### src/rtl/piso_lr_tx.sv
// Parallel-in serial-out transmitter feeding a 4-bit SIPO_lr deserializer.
// It serializes one bit per clock with selectable MSB-first or LSB-first order.
module piso_lr_tx #(
  parameter int WIDTH = 4,
  parameter int GAP   = 1
) (
  input  logic             clock,
  input  logic             reset,
  input  logic [WIDTH-1:0] par_in,
  input  logic             dir_in,
  input  logic             start_valid,
  input  logic             abort,
  output logic             start_ready,
  output logic             load,
  output logic             data_out,
  output logic             dir,
  output logic             busy,
  output logic             done
);

  localparam int CW = $clog2(WIDTH);
  localparam int GW = (GAP > 1) ? $clog2(GAP) : 1;
  localparam logic [CW-1:0] CNT_LAST = CW'(WIDTH - 1);
  localparam logic [GW-1:0] GAP_LAST = GW'((GAP > 0) ? (GAP - 1) : 0);
  localparam bit            HAS_GAP  = (GAP > 0);

  typedef enum logic [1:0] {
    ST_IDLE  = 2'd0,
    ST_SHIFT = 2'd1,
    ST_GAP   = 2'd2
  } state_t;

  state_t           state_r, state_s;
  logic [CW-1:0]    cnt_r, cnt_s;
  logic [GW-1:0]    gap_cnt_r, gap_cnt_s;
  logic [WIDTH-1:0] shreg_r, shreg_s;
  logic             dir_r, dir_s;
  logic             load_r, load_s;
  logic             data_r, data_s;
  logic             ready_r, ready_s;
  logic             busy_r, busy_s;
  logic             done_r, done_s;

  // Next-state and next-output logic; every output is computed here and registered below.
  always_comb begin
    state_s   = state_r;
    cnt_s     = cnt_r;
    gap_cnt_s = gap_cnt_r;
    shreg_s   = shreg_r;
    dir_s     = dir_r;
    load_s    = 1'b0;
    data_s    = 1'b0;
    ready_s   = 1'b0;
    busy_s    = 1'b0;
    done_s    = 1'b0;
    case (state_r)
      ST_IDLE: begin
        if (start_valid && ready_r) begin
          // The first bit goes out straight from par_in so it appears the cycle after acceptance.
          state_s = ST_SHIFT;
          shreg_s = par_in;
          dir_s   = dir_in;
          cnt_s   = {CW{1'b0}};
          load_s  = 1'b1;
          busy_s  = 1'b1;
          if (dir_in) begin
            data_s = par_in[0];
          end else begin
            data_s = par_in[WIDTH-1];
          end
        end else begin
          ready_s = 1'b1;
        end
      end
      ST_SHIFT: begin
        if (abort) begin
          state_s = ST_IDLE;
          ready_s = 1'b1;
        end else if (cnt_r == CNT_LAST) begin
          done_s = 1'b1;
          if (HAS_GAP) begin
            state_s   = ST_GAP;
            gap_cnt_s = {GW{1'b0}};
            busy_s    = 1'b1;
          end else begin
            state_s = ST_IDLE;
            ready_s = 1'b1;
          end
        end else begin
          cnt_s  = cnt_r + CW'(1);
          load_s = 1'b1;
          busy_s = 1'b1;
          if (dir_r) begin
            shreg_s = {1'b0, shreg_r[WIDTH-1:1]};
            data_s  = shreg_r[1];
          end else begin
            shreg_s = {shreg_r[WIDTH-2:0], 1'b0};
            data_s  = shreg_r[WIDTH-2];
          end
        end
      end
      ST_GAP: begin
        // The done cycle is the first gap cycle, so ready returns GAP cycles after done.
        if (abort || (gap_cnt_r == GAP_LAST)) begin
          state_s = ST_IDLE;
          ready_s = 1'b1;
        end else begin
          gap_cnt_s = gap_cnt_r + GW'(1);
          busy_s    = 1'b1;
        end
      end
      default: begin
        state_s = ST_IDLE;
        ready_s = 1'b1;
      end
    endcase
  end

  // State and output registers with asynchronous clear.
  always_ff @(posedge clock or negedge reset) begin
    if (!reset) begin
      state_r   <= ST_IDLE;
      cnt_r     <= {CW{1'b0}};
      gap_cnt_r <= {GW{1'b0}};
      shreg_r   <= {WIDTH{1'b0}};
      dir_r     <= 1'b0;
      load_r    <= 1'b0;
      data_r    <= 1'b0;
      ready_r   <= 1'b1;
      busy_r    <= 1'b0;
      done_r    <= 1'b0;
    end else begin
      state_r   <= state_s;
      cnt_r     <= cnt_s;
      gap_cnt_r <= gap_cnt_s;
      shreg_r   <= shreg_s;
      dir_r     <= dir_s;
      load_r    <= load_s;
      data_r    <= data_s;
      ready_r   <= ready_s;
      busy_r    <= busy_s;
      done_r    <= done_s;
    end
  end

  assign start_ready = ready_r;
  assign load        = load_r;
  assign data_out    = data_r;
  assign dir         = dir_r;
  assign busy        = busy_r;
  assign done        = done_r;

endmodule

### config.mk
export PLATFORM = sky130hd
export DESIGN_NAME = piso_lr_tx
export DESIGN_NICKNAME = d
export VERILOG_FILES = /design/src/rtl/piso_lr_tx.sv
export SDC_FILE = /design/constraint.sdc
export NUM_CORES = 1
export LEC_CHECK = 0
export CAP_MARGIN = 20
export CORE_UTILIZATION = 51
export CTS_BUF_LIST = sky130_fd_sc_hd__clkbuf_4
export CTS_CLUSTER_DIAMETER = 80
export DETAILED_ROUTE_END_ITERATION = 6
export PLACE_DENSITY = 0.79
export SLEW_MARGIN = 20
export SYNTH_ARGS = -nofsm -noshare
export SYNTH_HDL_FRONTEND = slang
export SYNTH_SLANG_ARGS = --single-unit
### constraint.sdc
create_clock -name clock -period 2.24 [get_ports clock]
set_clock_uncertainty 0.15 [all_clocks]
set_input_delay 0.224 -clock clock [delete_from_list [all_inputs] [get_ports clock]]
set_output_delay 0.224 -clock clock [all_outputs]
set_load 0.05 [all_outputs]
==> impl_metrics.yaml <==
status:
  run_status: "complete, no violations"
grt:
  grt_start_max_net_pins: 16
  grt_pass1_vias: 488
  grt_antenna_before_repair: 0
  grtUsageTotal_pct: 20.5
  grt_overflow: 0
  grt_pass1_wl_um: 2060
placement:
  hpwl_um: 1010
  routabilityCongestion: 0.777
  placed_area_um2: 891
  port_buffers: 14
sta:
  slew_violations: 0
  max_freq_mhz: 503
  min_period_over_period_pct: 88.7
  worstMarginPinSlew_ps: 656
  setup-tns-final_ps: 0
  whs_ps: 192
  period_needed_ps: 1990
  rsz0062_at_grt: "no"
  setup_viol: 0
  hold_viol: 0
  max_slew_margin_pct: 56.1
routing:
  drc_errors: 0
  vias: 534
  wl_per_cell_um: 13.8
  antenna_left: 0
  firstDrtPassIters: 4
  finalWirelength_um: 1330
  vias_per_cell: 5.56
  drtIter0Drc: 7
cts:
  cts.clk_slew.worst_paths_ps: 80
  numCtsBuffers: 3
  cts_buffer_depth: 2
  cts_resized: 0
  hold_buffers: 0
  htreeDepth: 1
  postCtsSetupBuffers: 0
  clk_latency_ps: 280
  cts_tree: "built"
  cts_root_buffer: "clkbuf_4"
  cts_num_sinks: 15
final_layout:
  n_antenna_cell: 0
  area.growth.synth_to_final_pct: 23.7
  finalInstanceArea_um2: 921
  fin_nets: 93
  fin_util_pct: 69.0
  nFillCells: 98
  drive_gt1_share_pct: 16.0
logic_synthesis:
  syn_inst: 65
  synth.avg_cell_area_um2: 11.5
  synth_fp_nets: 76
  seq_area_frac_synth_pct: 50.6
  synth_top_area_share_pct: 47.1
  ys_types: 26
  netlist_area_um2: 744
  ys_top_cells_by_area: "dfrtp_1 47%, mux2i_1 6.7%, mux2_4 4.0%, dfstp_2 3.5%, nand2_1 3.5%"
  yosys.area.top_type: "dfrtp_1"
  ys_warn_count: 0
  ys_seq_elements: 15
worst_setup_path:
  path_buf_inv: 1
  cpMaxStageDelayCell: "clkdlybuf4s50_1"
  regToRegSetupSlack_ps: 310
  cp_top_family: "buffers and inverters"
  required_ps: 1870
  start_kind: "register"
  arrival_ps: 1610
  crit_path_max_incr_delay_ps: 790
  critPathKind: "reg2out"
  crit_fanout: 3
  cp-end-kind: "output pin"
  path_cells: "clkdlybuf4s50_1"
run:
  maxCapViolCount: 0
floorplanning:
  die_h_um: 40.2
  rows: 13
  die_w_um: 40.2
  fp.dieArea_mm2: 0.00162
  core_area_mm2: 0.00133
  ios: 15
  start_util_pct: 55.8
pwr:
  vdd_drop_max_mv: 0.777
  power.leakage_nw: 0.413
  power.density_mw_per_mm2: 1350
worst_hold_path:
  hold_class: "in2async"
==> registers in the layout (all words and copies together) (netlist names) <==
| name | cells |
|---|---|
| start_ready | 1 |
| dir | 1 |
| load | 1 |
| data_out | 1 |
| cnt_r | 2 |
| done | 1 |
| busy | 1 |
| shreg_r | 4 |
| state_r | 2 |
| gap_cnt_r | 1 |
==> cell usage after synthesis <==
library cell   n
a21oi_1        3
a22oi_1        1
and4bb_2       1
buf_2          1
buf_4          1
buf_6          1
clkbuf_1       1
dfrtp_1       14
dfstp_2        1
ha_1           2
inv_1          3
mux2_2         1
mux2_4         2
mux2i_1        5
nand2_1        7
nand2_8        1
nand2b_1       1
nand3_1        3
nor2_1         2
nor2b_1        3
o211ai_1       2
o21a_1         2
o21ai_0        4
o32ai_1        1
or4b_4         1
or4bb_1        1
==> metal layers <==
| layer | vias to the layer above | track usage (%) | part of all wire (%) |
|---|---|---|---|
| met2 | 14 | 29.8 | 48 |
| met1 | 256 | 27.3 | 45 |
| li1 | 259 | - | - |
| met5 | - | 0 | 0 |
| met4 | 0 | 5.00 | 1.2 |
| met3 | 5 | 10.0 | 5.8 |
==> cell families (layout without fill, tap and decap cells) <==
group | Yosys count | after routing | share of synthesized area, %
DFF | 15 | 15 | 50.6
muxes | 8 | 8 | 12.3
buffers and inverters | 7 | 23 | 5.21
adders and majority gates | 2 | 2 | 3.36
and+or+nand+nor | 20 | 20 | 17.6
AOI/OAI and AO/OA | 13 | 13 | 10.9
==> where the power goes <==
| part | leakage [nW] | internal [W] | switching, W |
|---|---|---|---|
| clock | 0.0184 | 0.0000813 | 0.0000787 |
| sequential | 0.191 | 0.000377 | 0.0000790 |
| combinational | 0.204 | 0.000275 | 0.000350 |
| total | 0.413 | 0.000733 | 0.000507 |
==> stage by stage <==
| stage | setup slack, ps | cells | power (W) |
|---|---|---|---|
| 2_1_floorplan | 266 | 65 | 0.000920 |
| 3_3_place_gp | 245 | 92 | 0.00107 |
| 3_5_place_dp | 219 | 92 | 0.00108 |
| 4_1_cts | 241 | 96 | 0.00125 |
| 5_1_grt | 172 | 96 | 0.00132 |
| 6_report | 253 | 96 | 0.00124 |
==> path summary, 6_finish.rpt <==
kind                        startpoint          end  cells past startpoint
setup / recovery           start_ready  start_ready                      1
hold / removal                   reset   shreg_r[0]                      1
min in group clock              dir_in          dir                      3
setup reg to reg              cnt_r[0]   shreg_r[0]                      4
hold reg to reg              gap_cnt_r    gap_cnt_r                      1
max in group asynchronous        reset     data_out                      1
==> cell type report <==
| type | instances | area [um2] | share of cell area, % |
|---|---|---|---|
| clock buffers | 4 | 30.0 | 3.26 |
| repair buffers | 16 | 155 | 16.8 |
| inverters | 3 | 11.3 | 1.22 |
| multi-input cells | 43 | 329 | 35.7 |
| well taps | 15 | 18.8 | 2.04 |
| flip-flops and latches | 15 | 377 | 40.9 |
==> layout by cell type (no fill, tap or decap), drive strengths merged, types with 2 or more instances in the layout <==
cell type	n
dfrtp	14
clkdlybuf4s50	14
nand2	8
mux2i	5
o21ai	4
clkbuf	4
nor2b	3
a21oi	3
inv	3
nand3	3
mux2	3
o21a	2
nor2	2
o211ai	2
ha	2
buf	2
No activity file was read; power rests on OpenSTA's default activity.
